<file path="config.mk">
export PLATFORM = sky130hd
export DESIGN_NAME = regfile_wb_arbiter_flat
export DESIGN_NICKNAME = d
export VERILOG_FILES = /design/src/rtl/regfile_wb_arbiter_if.sv /design/src/rtl/regfile_wb_arbiter.sv /design/src/flat_wrapper.sv
export SDC_FILE = /design/constraint.sdc
export NUM_CORES = 1
export LEC_CHECK = 0
export BUFFER_PORTS_ARGS = -buffer_cell sky130_fd_sc_hd__buf_2
export CORE_MARGIN = 2
export CORE_UTILIZATION = 45
export DETAILED_ROUTE_END_ITERATION = 10
export PLACE_DENSITY = 0.71
export RECOVER_POWER = 100
export SLEW_MARGIN = 20
export SYNTH_ARGS = -nofsm -noshare
export SYNTH_HDL_FRONTEND = slang
export SYNTH_SLANG_ARGS = --single-unit
</file>
<file path="constraint.sdc">
create_clock -name clk -period 6.1 [get_ports clk]
set_clock_uncertainty 0.2 [all_clocks]
set_input_delay 1.22 -clock clk [delete_from_list [all_inputs] [get_ports clk]]
set_output_delay 1.22 -clock clk [all_outputs]
set_load 0.005 [all_outputs]
</file>
<file path="src/rtl/regfile_wb_arbiter_if.sv">
// Writeback bus between NUM_REQ producers and the register-bank write arbiter,
// including the bank-side write port and the forwarding lookup.
interface regfile_wb_arbiter_if #(
  parameter int NUM_REQ = 3,
  parameter int DATA_W  = 32,
  parameter int ADDR_W  = 5
);
  logic [NUM_REQ-1:0]        req_valid;
  logic [NUM_REQ-1:0]        req_ready;
  logic [NUM_REQ*ADDR_W-1:0] req_addr;
  logic [NUM_REQ*DATA_W-1:0] req_data;
  logic                      wr_en;
  logic [ADDR_W-1:0]         wr_addr;
  logic [DATA_W-1:0]         wr_data;
  logic [2:0]                grant_id;
  logic                      busy;
  logic [ADDR_W-1:0]         byp_addr;
  logic                      byp_hit;
  logic [DATA_W-1:0]         byp_data;

  modport slave (
    input  req_valid, req_addr, req_data, byp_addr,
    output req_ready, wr_en, wr_addr, wr_data, grant_id, busy, byp_hit, byp_data
  );

  modport master (
    output req_valid, req_addr, req_data, byp_addr,
    input  req_ready, wr_en, wr_addr, wr_data, grant_id, busy, byp_hit, byp_data
  );
endinterface

</file>
<file path="src/rtl/regfile_wb_arbiter.sv">
// Round-robin arbiter sharing the register-bank write port between NUM_REQ sources.
// Define WB_ARB_BYPASS_EN to forward the staged write through byp_hit/byp_data.
module regfile_wb_arbiter #(
  parameter int NUM_REQ = 3,
  parameter int DATA_W  = 32,
  parameter int ADDR_W  = 5
) (
  input logic                clk,
  input logic                rst_n,
  regfile_wb_arbiter_if.slave bus
);

  logic [NUM_REQ-1:0] buf_vld_p0;
  logic [ADDR_W-1:0]  buf_addr_p0 [NUM_REQ];
  logic [DATA_W-1:0]  buf_data_p0 [NUM_REQ];
  logic [2:0]         ptr;

  logic               vld_p1;
  logic [ADDR_W-1:0]  addr_p1;
  logic [DATA_W-1:0]  data_p1;
  logic [2:0]         gid_p1;

  logic [NUM_REQ-1:0] grant;
  logic [NUM_REQ-1:0] load;
  logic               any_lo, any_hi, gany;
  logic [2:0]         idx_lo, idx_hi, sel;
  logic [ADDR_W-1:0]  sel_addr;
  logic [DATA_W-1:0]  sel_data;

  // Round robin as two priority scans: lowest valid at/after ptr, else lowest overall.
  always_comb begin
    any_lo = 1'b0;
    any_hi = 1'b0;
    idx_lo = 3'd0;
    idx_hi = 3'd0;
    for (int i = NUM_REQ - 1; i >= 0; i--) begin
      if (buf_vld_p0[i]) begin
        any_lo = 1'b1;
        idx_lo = 3'(i);
      end
      if (buf_vld_p0[i] && (3'(i) >= ptr)) begin
        any_hi = 1'b1;
        idx_hi = 3'(i);
      end
    end
    gany = any_lo;
    sel  = any_hi ? idx_hi : idx_lo;
  end

  always_comb begin
    grant    = '0;
    sel_addr = '0;
    sel_data = '0;
    for (int i = 0; i < NUM_REQ; i++) begin
      grant[i] = gany && (sel == 3'(i));
      if (grant[i]) begin
        sel_addr = buf_addr_p0[i];
        sel_data = buf_data_p0[i];
      end
    end
  end

  assign bus.req_ready = ~buf_vld_p0 | grant;

  // Register-0 writes complete the handshake but never occupy a buffer.
  always_comb begin
    load = '0;
    for (int i = 0; i < NUM_REQ; i++)
      load[i] = bus.req_valid[i] && bus.req_ready[i] &&
                (bus.req_addr[i*ADDR_W +: ADDR_W] != '0);
  end

  // Stage p0: per-requester holding buffers
  always_ff @(posedge clk or negedge rst_n) begin
    if (!rst_n) begin
      buf_vld_p0 <= '0;
    end else begin
      for (int i = 0; i < NUM_REQ; i++) begin
        if (load[i])       buf_vld_p0[i] <= 1'b1;
        else if (grant[i]) buf_vld_p0[i] <= 1'b0;
      end
    end
  end

  always_ff @(posedge clk) begin
    for (int i = 0; i < NUM_REQ; i++) begin
      if (load[i]) begin
        buf_addr_p0[i] <= bus.req_addr[i*ADDR_W +: ADDR_W];
        buf_data_p0[i] <= bus.req_data[i*DATA_W +: DATA_W];
      end
    end
  end

  // Stage p1: registered bank write port
  always_ff @(posedge clk or negedge rst_n) begin
    if (!rst_n) begin
      vld_p1  <= 1'b0;
      addr_p1 <= '0;
      data_p1 <= '0;
      gid_p1  <= 3'd0;
      ptr     <= 3'd0;
    end else begin
      vld_p1 <= gany;
      if (gany) begin
        addr_p1 <= sel_addr;
        data_p1 <= sel_data;
        gid_p1  <= sel;
        ptr     <= (sel == 3'(NUM_REQ - 1)) ? 3'd0 : sel + 3'd1;
      end
    end
  end

  assign bus.wr_en    = vld_p1;
  assign bus.wr_addr  = addr_p1;
  assign bus.wr_data  = data_p1;
  assign bus.grant_id = gid_p1;
  assign bus.busy     = (|buf_vld_p0) | vld_p1;

`ifdef WB_ARB_BYPASS_EN
  always_comb begin
    bus.byp_hit  = vld_p1 && (addr_p1 == bus.byp_addr) && (bus.byp_addr != '0);
    bus.byp_data = bus.byp_hit ? data_p1 : '0;
  end
`else
  logic unused_byp;
  assign unused_byp   = ^bus.byp_addr;
  assign bus.byp_hit  = 1'b0;
  assign bus.byp_data = '0;
`endif

endmodule
</file>
<file path="src/flat_wrapper.sv">
// flat-port wrapper written by rule: the top's interface ports become plain ports
module regfile_wb_arbiter_flat 
#(
  parameter int NUM_REQ = 3,
  parameter int DATA_W  = 32,
  parameter int ADDR_W  = 5
)
  (clk, rst_n, bus_req_valid, bus_req_addr, bus_req_data, bus_byp_addr, bus_req_ready, bus_wr_en, bus_wr_addr, bus_wr_data, bus_grant_id, bus_busy, bus_byp_hit, bus_byp_data);
  regfile_wb_arbiter_if #(.NUM_REQ(NUM_REQ), .DATA_W(DATA_W), .ADDR_W(ADDR_W)) bus_i ();
  input logic clk;
  input logic rst_n;
  input wire logic [$bits(bus_i.req_valid)-1:0] bus_req_valid;
  input wire logic [$bits(bus_i.req_addr)-1:0] bus_req_addr;
  input wire logic [$bits(bus_i.req_data)-1:0] bus_req_data;
  input wire logic [$bits(bus_i.byp_addr)-1:0] bus_byp_addr;
  output wire logic [$bits(bus_i.req_ready)-1:0] bus_req_ready;
  output wire logic [$bits(bus_i.wr_en)-1:0] bus_wr_en;
  output wire logic [$bits(bus_i.wr_addr)-1:0] bus_wr_addr;
  output wire logic [$bits(bus_i.wr_data)-1:0] bus_wr_data;
  output wire logic [$bits(bus_i.grant_id)-1:0] bus_grant_id;
  output wire logic [$bits(bus_i.busy)-1:0] bus_busy;
  output wire logic [$bits(bus_i.byp_hit)-1:0] bus_byp_hit;
  output wire logic [$bits(bus_i.byp_data)-1:0] bus_byp_data;
  assign bus_i.req_valid = bus_req_valid;
  assign bus_i.req_addr = bus_req_addr;
  assign bus_i.req_data = bus_req_data;
  assign bus_i.byp_addr = bus_byp_addr;
  assign bus_req_ready = bus_i.req_ready;
  assign bus_wr_en = bus_i.wr_en;
  assign bus_wr_addr = bus_i.wr_addr;
  assign bus_wr_data = bus_i.wr_data;
  assign bus_grant_id = bus_i.grant_id;
  assign bus_busy = bus_i.busy;
  assign bus_byp_hit = bus_i.byp_hit;
  assign bus_byp_data = bus_i.byp_data;
  regfile_wb_arbiter #(.NUM_REQ(NUM_REQ), .DATA_W(DATA_W), .ADDR_W(ADDR_W)) u_core (.clk(clk), .rst_n(rst_n), .bus(bus_i));
endmodule
</file>
## After elaboration in Yosys (flattened, before gate mapping)

Memory sizes are Yosys's and may differ from the RTL's.
Index checks and enable logic that the tools add are counted.
W data, S select, Z words.

| cells by class | value |
|---|---|
| bitwise gates (word level) | 3 |
| mux-type cells | 32 |
| add/sub/neg operators | 1 |
| reductions and logical operators | 20 |
| equal/unequal tests | 2 |
| magnitude comparators | 3 |

Operators by type and width:

| operator | count |
|---|---|
| $mux W32 | 3 |
| $mux W1 | 18 |
| $mux W5 | 3 |
| $reduce_bool A5 Y1 | 3 |
| $logic_and A1 B1 Y1 | 12 |
| $mux W3 | 4 |
| $mux W2 | 4 |
| $ge A1 B3 Y1 const A | 2 |
| $reduce_bool A2 Y1 | 3 |
| $add A3 B1 Y3 const B | 1 |
| $eq A3 B1 Y1 const B | 1 |
| $eq A3 B2 Y1 const B | 1 |
| $ge A2 B3 Y1 const A | 1 |
| $logic_not A3 Y1 | 1 |
| $not A3 Y3 | 1 |
| $or A3 B3 Y3 | 1 |
| $reduce_or A3 Y1 | 1 |
| $or A1 B1 Y1 | 1 |

| word-level totals | value |
|---|---|
| logic and storage cells | 71 |
| memories kept | 2 |
| memory bits (writable) | 111 |
| register bits | 47 |

Memory list:

| name | depth | bits a word | read ports | clocked after Yosys merged registers in | wr ports | line | text |
|---|---|---|---|---|---|---|---|
| u_core.buf_data_p0 | 3 | 32 | 3 | 0 | 3 | regfile_wb_arbiter.sv:15 | `logic [DATA_W-1:0] buf_data_p0 [NUM_REQ];` |
| u_core.buf_addr_p0 | 3 | 5 | 3 | 0 | 3 | regfile_wb_arbiter.sv:14 | `logic [ADDR_W-1:0] buf_addr_p0 [NUM_REQ];` |

## Longest topological paths before layout

Gate-level depths: netlist of the first run.

| depth | value |
|---|---|
| depth in word-level cells | 13 |
| mapped depth | 7 |
| mapped depth without buffers | 4 |

## Worst setup path before layout of the first run

OpenSTA, ideal clock, no wires.

| timing path | value |
|---|---|
| kind | input to register |
| start point | input port bus_req_addr[0] |
| end point | memory u_core.buf_addr_p0[0][0] (enable) |
| stages | 3 |
| data arrival time | 3.227 ns |
| path buffers | 0 |
| slack | 2.230 ns |
| path through | or4_1 > o21ai_0 > a21oi_1 |

RTL lines:

| item | line | text |
|---|---|---|
| from (decl) | flat_wrapper.sv:13 | `input wire logic [$bits(bus_i.req_addr)-1:0] bus_req_addr;` |
| to (decl) | regfile_wb_arbiter.sv:14 |  |

## Worst setup path after layout of the first run

| timing path | value |
|---|---|
| start point | register u_core.buf_vld_p0[1] |
| end point | output port bus_req_ready[0] |

| on the way | value |
|---|---|
| longest elaborated chain between the ends | 7 |
| elaborated cells on any way between the ends | 13 |

RTL lines:

| item | line | text |
|---|---|---|
| from (decl) | regfile_wb_arbiter.sv:13 | `logic [NUM_REQ-1:0] buf_vld_p0;` |
| from (signal assigned) | regfile_wb_arbiter.sv:76 | `buf_vld_p0 <= '0;` |
| from (signal, indexed assignment) | regfile_wb_arbiter.sv:79 | `if (load[i]) buf_vld_p0[i] <= 1'b1;` |
| from (signal, indexed assignment) | regfile_wb_arbiter.sv:80 | `else if (grant[i]) buf_vld_p0[i] <= 1'b0;` |
| $logic_and A1 B1 Y1 | regfile_wb_arbiter.sv:41 | `if (buf_vld_p0[i] && (3'(i) >= ptr)) begin` |
| $mux W2 / $mux W1 (equally long branches) (2 in series) | regfile_wb_arbiter.sv:41 |  |
| $mux W3 | regfile_wb_arbiter.sv:47 | `sel = any_hi ? idx_hi : idx_lo;` |
| $logic_not A3 Y1 | regfile_wb_arbiter.sv:55 | `grant[i] = gany && (sel == 3'(i));` |
| $logic_and A1 B1 Y1 (*) | regfile_wb_arbiter.sv:55 |  |
| $or A3 B3 Y3 (*) | regfile_wb_arbiter.sv:63 | `assign bus.req_ready = ~buf_vld_p0 \| grant;` |
| to (decl) | flat_wrapper.sv:16 | `output wire logic [$bits(bus_i.req_ready)-1:0] bus_req_ready;` |

Mark *: on every way between the ends. The rest lies on a longest branch, timed or not.

==> qor.csv, run 1 <==
stage;metric;value;unit
floorplan;IO Count;199;
clocking;total CTS buffers;17;
cells_and_area;final std cells w/o fill;795;
setup_path;Crit Path Class;flip-flop to primary output;
logic_synthesis;Synth area leader;edfxtp_1;
cells_and_area;commonest non-fill, non-tap cell in the layout;buf_2;
clocking;CTS tree;built;
detailed_routing;first drt pass iteration count;4;
cells_and_area;number of nets in the layout;723;
cells_and_area;area delta synth->final;21.5;%
timing;FMAX;211;MHz
worst_hold_path;hold path cells;2;
floorplan;DIE HEIGHT;124;um
worst_hold_path;worst hold endpoint;u_core.bus.wr_data[9]$_DFFE_PN0P_;
global_route;vias in the first global route;4268;
setup_path;crit-path max FO;43;
setup_path;r2r startpoint;u_core.buf_vld_p0[2]$_DFFE_PN0P_;
detailed_routing;final WL;14900;um
clocking;CTS Root Cell;clkbuf_16;
setup_path;nature of the critical path endpoint;primary output;
logic_synthesis;Avg Cell Area, Syn;14.4;um2
power;pwr dens;577;nW/um2
global_route;global-route wire length before repair;22700;um
cells_and_area;commonest cells after routing, fill and taps aside;buf_2 (113), edfxtp_1 (111), o21ai_0 (74), nand2_1 (50), clkbuf_1 (48);
global_route;Total Routing Usage GR;20.5;%
timing;crit share post-route;77.8;%
logic_synthesis;Post-Syn Area;6480;um2
setup_path;startpoint types;flip-flop;
clocking;Post-CTS Setup Bufs;0;
setup_path;FF-to-FF End;u_core.buf_addr_p0[0][7]$_DFFE_PP_;
logic_synthesis;Yosys top cell area share;51.4;%
logic_synthesis;Post-synth EDFFs;111;
worst_hold_path;hold_sp;u_core.bus.wr_data[9]$_DFFE_PN0P_;
setup_path;CP arrival;3.33;ns
timing;Slew Limit Fails;174;
global_route;initial antenna violation count;0;
worst_hold_path;Worst Hold Class;flip-flop to flip-flop;
detailed_routing;Via density;5.27;
run;Max Cap Viol;4;
detailed_routing;detailed-route via count;4192;
floorplan;FP Rows;43;
timing;slew of the pin with the lowest slew margin;2.59;ns
power;Lkg Pwr;3.07;nW
floorplan;die footprint;15400;um2
cells_and_area;share of layout cells above drive strength 1;31.9;%
setup_path;cells on worst reg2reg path;4;
logic_synthesis;Ys Warns;0;
clocking;cts hold-fix bufs;0;
setup_path;Critical Path RT;4.68;ns
clocking;CTS sink count;157;
clocking;clock buffer depth;2;
clocking;Reg clk slew, reported paths;0.06;ns
placement;placed insts;763;
detailed_routing;drt initial violations;248;
outcome;status;complete, but fails checks;
logic_synthesis;fraction of registers with async set or reset after synthesis;29.3;%
global_route;GRT overflow;0;
setup_path;register-to-register setup slack;1.42;ns
placement;gpl congestion;0.790;
power;Peak VDD IR;216;uV
global_route;largest net degree at the start of global routing;47;
clocking;CTS H-tree depth;4;
logic_synthesis;Synth Register Bits;157;
logic_synthesis;largest cells by area after synthesis;edfxtp_1 (51%), dfrtp_1 (18%), a221oi_2 (7.9%), buf_4 (4.1%), and3_1 (3.6%);
timing;RSZ-0062 raised after global routing;false;
floorplan;Initial Utilization;46.3;%
detailed_routing;ANT nets after route;0;
cells_and_area;ant diodes;0;
clocking;post_cts resized;0;
timing;Final setup viols;0;
detailed_routing;Avg WL per Cell;18.8;um
timing;minimum clock period after layout;4.75;ns
placement;port buffer count;159;
logic_synthesis;cells after synthesis;449;
cells_and_area;Final Util;56.3;%
clocking;clk_lat worst skew;0.42;ns
timing;Total Neg Setup Slack;0;ns
timing;Slew headroom;-72.5;%
detailed_routing;# DRC;0;
timing;count of final hold-check violations;0;
floorplan;Die Width;124;um
logic_synthesis;Synth cell types;27;
logic_synthesis;Primary FF master, synth;edfxtp_1;
logic_synthesis;sequential cell area fraction in the yosys report;69.2;%
floorplan;core footprint;14000;um2
outcome;failing checks;max-capacitance violations, max-slew violations;
placement;hpwl dp;9730;um
-- layer usage --
layer,part of all wire [%],global-route usage [%],up-vias
met3,7.3,4.58,21
met1,41,26.1,2043
met2,50,34.1,187
li1,-,-,1941
met4,2.0,8.85,0
met5,0,0,-
-- Yosys cell counts, types with 8 or more instances --
cell type,n
edfxtp_1,111
nand2_1,50
dfrtp_1,46
o21ai_1,42
o21ai_0,38
and3_1,37
buf_4,35
a221oi_2,34
clkbuf_1,16
buf_2,8
buf_6,8
-- report_power, final --
part | total (mW) | leakage (nW) | internal (mW) | switching [mW]
combinational | 1.61 | 1.17 | 0.590 | 1.02
clock | 1.17 | 0.327 | 0.771 | 0.403
sequential | 1.77 | 1.58 | 1.60 | 0.166
total | 4.55 | 3.07 | 2.96 | 1.58
-- cell type report --
type                       instances  area, um2
fill                            1203       6110
sequential                       157       4480
multi-input combinational        257       1700
timing repair buffer             168        803
clock buffer                      18        439
tap                              180        225
clock inverter                    14        221
inverter                           1       3.75
-- through the flow --
| stage | total power [mW] | area [um2] | worst slack (ns) | hold WS, ns |
|---|---|---|---|---|
| 3_5_place_dp | 3.47 | 7300 | 2.52 | 0.274 |
| 5_1_grt | 4.82 | 7880 | 1.01 | 0.313 |
| 4_1_cts | 4.65 | 7960 | 2.05 | 0.287 |
| 2_1_floorplan | 2.97 | 6610 | 2.23 | 0.270 |
| 6_report | 4.55 | 7880 | 1.35 | 0.278 |
| 3_3_place_gp | 3.39 | 7280 | 2.55 | 0.256 |
-- flip-flops by register name, summed over array words and instances, names as in the netlist --
register and flops:
u_core.buf_addr_p0 15, u_core.bus.wr_addr 5, u_core.buf_data_p0 96, u_core.bus.wr_data 32, u_core.bus.grant_id 2, u_core.bus.wr_en 1, u_core.buf_vld_p0 3, u_core.ptr 3
-- how the worst max path moves through the flow --
stage	cells past startpoint	end	start
2_1_floorplan	3	u_core.buf_addr_p0[0][0]$_DFFE_PP_	bus_req_addr[0]
3_3_place_gp	4	bus_req_ready[0]	u_core.buf_vld_p0[2]$_DFFE_PN0P_
3_5_place_dp	4	bus_req_ready[0]	u_core.buf_vld_p0[0]$_DFFE_PN0P_
4_1_cts	4	bus_req_ready[0]	u_core.buf_vld_p0[0]$_DFFE_PN0P_
5_1_grt	6	u_core.bus.wr_data[0]$_DFFE_PN0P_	u_core.buf_vld_p0[1]$_DFFE_PN0P_
6_report	5	bus_req_ready[0]	u_core.buf_vld_p0[1]$_DFFE_PN0P_
-- critical path, cell delays in order (launching register included) --
cell and delay [ns]:
dfrtp_1 0.39, clkbuf_1 1.28, nor2_2 0.11, o311ai_4 0.72, a21bo_2 0.28, buf_2 0.12
-- kinds of logic (layout without fill, tap and decap cells) --
| group | after synthesis | after routing | share of synthesized area, % |
|---|---|---|---|
| buffers and inverters | 68 | 201 | 7.05 |
| AO/OA/AOI/OAI | 123 | 123 | 15.4 |
| AND/OR/NAND/NOR | 100 | 100 | 8.32 |
| other | 1 | 34 | 0.0578 |
| flip-flops | 157 | 157 | 69.2 |
(Power assumes the default switching activity.)
==> run 2, diff against run 1 <==
clock period = 4.7 ns   (was 6.1 ns; I/O delays follow)
==> run 2 against run 1 <==
Against the previous run:
- the flow still finishes with violations (max-capacitance violations, max-slew violations)
- non-clock buffer count up 1
- final cell count up 0.13%
- wire length down 1.5%
- via count up 1.2%
- final area down 1.7%
- die area unchanged
- sequential power up 30%
- first-iteration DRC count up 20%
- critical path depth unchanged
- total power up 22%
- sequential share of layout area up 0.99 points
- critical endpoint is now u_core.buf_data_p0[0][84]$_DFFE_PP_
- largest power group unchanged
==> qor.csv, run 2 (synthesis gave the netlist of run 1 again) <==
stage;metric;value;unit;change
setup_path;cells on worst reg2reg path;5;;+1
timing;Slew headroom;-74.8;%;-2.3 points
cells_and_area;flip-flop count of the largest register after layout;96;;unchanged
global_route;GRT overflow;0;;unchanged
timing;Total Neg Setup Slack;0;ns;unchanged
floorplan;IO Count;199;;unchanged
floorplan;FP Rows;43;;unchanged
clocking;CTS H-tree depth;4;;unchanged
setup_path;Setup crit end;u_core.buf_data_p0[0][84]$_DFFE_PP_;;
worst_hold_path;hold_sp;u_core.bus.grant_id[1]$_DFFE_PN0P_;;
power;Clk pwr share;21.9;%;-3.9 points
placement;port buffer count;159;;unchanged
floorplan;Initial Utilization;46.3;%;unchanged
setup_path;CP max stage cell;clkbuf_1;;
setup_path;startpoint types;flip-flop;;
power;Peak VDD IR;335;uV;+55%
power;Sw Share;36.9;%;+2.1 points
cells_and_area;Final Util;55.3;%;-0.97 points
placement;gpl congestion;0.838;;+6.2%
clocking;CTS Root Cell;clkbuf_16;;
power;pwr dens;718;nW/um2;+24%
cells_and_area;area delta synth->final;19.4;%;
power;Final Power;5.56;mW;+22%
timing;final worst slack;0.765;ns;-0.590 ns
cells_and_area;share of layout cells above drive strength 1;30.8;%;-1.0 points
detailed_routing;drt initial violations;298;;+20%
timing;Final setup viols;0;;unchanged
cells_and_area;Biggest register;u_core.buf_data_p0;;
setup_path;r2r startpoint;u_core.buf_vld_p0[1]$_DFFE_PN0P_;;
clocking;clk_lat worst skew;0.42;ns;about the same
detailed_routing;detailed-route via count;4242;;+1.2%
timing;slew of the pin with the lowest slew margin;2.62;ns;+0.0342 ns
outcome;status;complete, but fails checks;;
global_route;initial antenna violation count;0;;unchanged
floorplan;die footprint;15400;um2;unchanged
setup_path;Critical Path RT;4.53;ns;-0.15 ns
timing;count of final hold-check violations;0;;unchanged
floorplan;core footprint;14000;um2;unchanged
timing;crit share post-route;83.7;%;
global_route;global-route wire length before repair;22200;um;-2.5%
cells_and_area;commonest non-fill, non-tap cell in the layout;edfxtp_1;;
power;Flop pwr share;41.4;%;+2.6 points
detailed_routing;Avg WL per Cell;18.5;um;-1.6%
clocking;Post-CTS Setup Bufs;0;;unchanged
timing;Slew Limit Fails;47;;-73%
floorplan;Die Width;124;um;unchanged
cells_and_area;final std cells w/o fill;796;;+0.13%
cells_and_area;number of nets in the layout;724;;+0.14%
global_route;vias in the first global route;4204;;-1.5%
setup_path;CP arrival;3.77;ns;+0.44 ns
power;Pint;3.51;mW;+18%
clocking;CTS sink count;157;;unchanged
outcome;failing checks;max-capacitance violations, max-slew violations;;
placement;pre-CTS WS;1.53;ns;-0.991 ns
setup_path;worst path cell trace;buf_4 -> o21ai_0 -> o311ai_4 -> a21oi_4 -> clkbuf_1;;
clocking;total CTS buffers;17;;unchanged
detailed_routing;final WL;14700;um;-1.5%
clocking;post_cts resized;0;;unchanged
setup_path;FF-to-FF End;u_core.buf_data_p0[0][84]$_DFFE_PP_;;
timing;FMAX;254;MHz;
clocking;Reg clk slew, reported paths;0.06;ns;about the same
detailed_routing;# DRC;0;;unchanged
detailed_routing;ANT nets after route;0;;unchanged
placement;hpwl dp;9750;um;+0.21%
detailed_routing;Via density;5.33;;+1.1%
placement;placed insts;764;;+0.13%
setup_path;crit-path max FO;33;;-23%
global_route;largest net degree at the start of global routing;47;;unchanged
cells_and_area;commonest cells after routing, fill and taps aside;edfxtp_1 (111), buf_2 (109), o21ai_0 (76), clkbuf_1 (52), nand2_1 (50);;
timing;RSZ-0062 raised after global routing;false;;
power;Gate power share;36.7;%;+1.4 points
setup_path;Crit Path Class;flip-flop to flip-flop;;
global_route;Total Routing Usage GR;20.0;%;-0.55 points
setup_path;register-to-register setup slack;0.76;ns;-0.66 ns
detailed_routing;first drt pass iteration count;5;;+1
power;Lkg Pwr;2.99;nW;-2.8%
clocking;clock buffer depth;2;;unchanged
setup_path;crit path from;u_core.buf_vld_p0[1]$_DFFE_PN0P_;;
floorplan;DIE HEIGHT;124;um;unchanged
power;Sw Pwr;2.05;mW;+30%
run;Max Cap Viol;1;;-3
timing;minimum clock period after layout;3.94;ns;
worst_hold_path;Worst Hold Class;flip-flop to flip-flop;;
clocking;CTS tree;built;;
clocking;cts hold-fix bufs;0;;unchanged
setup_path;slowest stage delay, CP;0.98;ns;-0.30 ns
setup_path;nature of the critical path endpoint;flip-flop;;
cells_and_area;ant diodes;0;;unchanged
run 2: cell types whose count changed in the layout (fill, tap and decap cells not counted), sizes merged:
cell	before	now
clkinvlp	1	4
bufinv	6	0
clkinv	7	10
buf	120	115
clkbuf	66	72
run 2: worst min-delay path by stage:
stage	endpoint	slack, ns	cells after the start
after floorplan	u_core.bus.grant_id[1]$_DFFE_PN0P_	0.27	2
after global placement	u_core.bus.grant_id[1]$_DFFE_PN0P_	0.26	2
after detailed placement	u_core.bus.grant_id[1]$_DFFE_PN0P_	0.26	2
after CTS	u_core.bus.grant_id[1]$_DFFE_PN0P_	0.28	2
after global routing	u_core.bus.grant_id[1]$_DFFE_PN0P_	0.30	2
final	u_core.bus.grant_id[1]$_DFFE_PN0P_	0.27	2
run 2: layout make-up:
type                    instances  area (um2)
clock buffers                  18         439
clock inverters                14        98.8
fillers                      1171        6250
inverters                       1        3.75
multi-input cells             257        1700
flip-flops and latches        157        4480
well taps                     180         225
repair buffers                169         792
run 2: metal layers:
| metal | share of wire (%) | track usage, % |
|---|---|---|
| met5 | 0 | 0 |
| met4 | 3.2 | 10.0 |
| met3 | 7.7 | 4.67 |
| met2 | 50 | 33.0 |
| met1 | 39 | 24.7 |
run 2: metrics by stage:
step           area, um2  hold WS [ns]
3_5_place_dp        7310         0.261
2_1_floorplan       6610         0.270
6_report            7740         0.273
3_3_place_gp        7300         0.259
5_1_grt             7740         0.296
4_1_cts             7840         0.277
run 2: power by group through the flow:
stage,combinational (mW),sequential [mW],clock [mW]
finish,2.04,2.30,1.22
global route,2.24,2.35,1.29
CTS,2.19,2.29,1.24
detailed placement,2.19,2.31,0
global placement,2.13,2.30,0
floorplan,1.58,2.28,0
run 2: critical path, delay by kind of cell, from the launching register on:
kind                   cells  cell delay, ns
DFF                        1            0.52
AOI/OAI and AO/OA          3            1.51
buffers and inverters      2            1.31
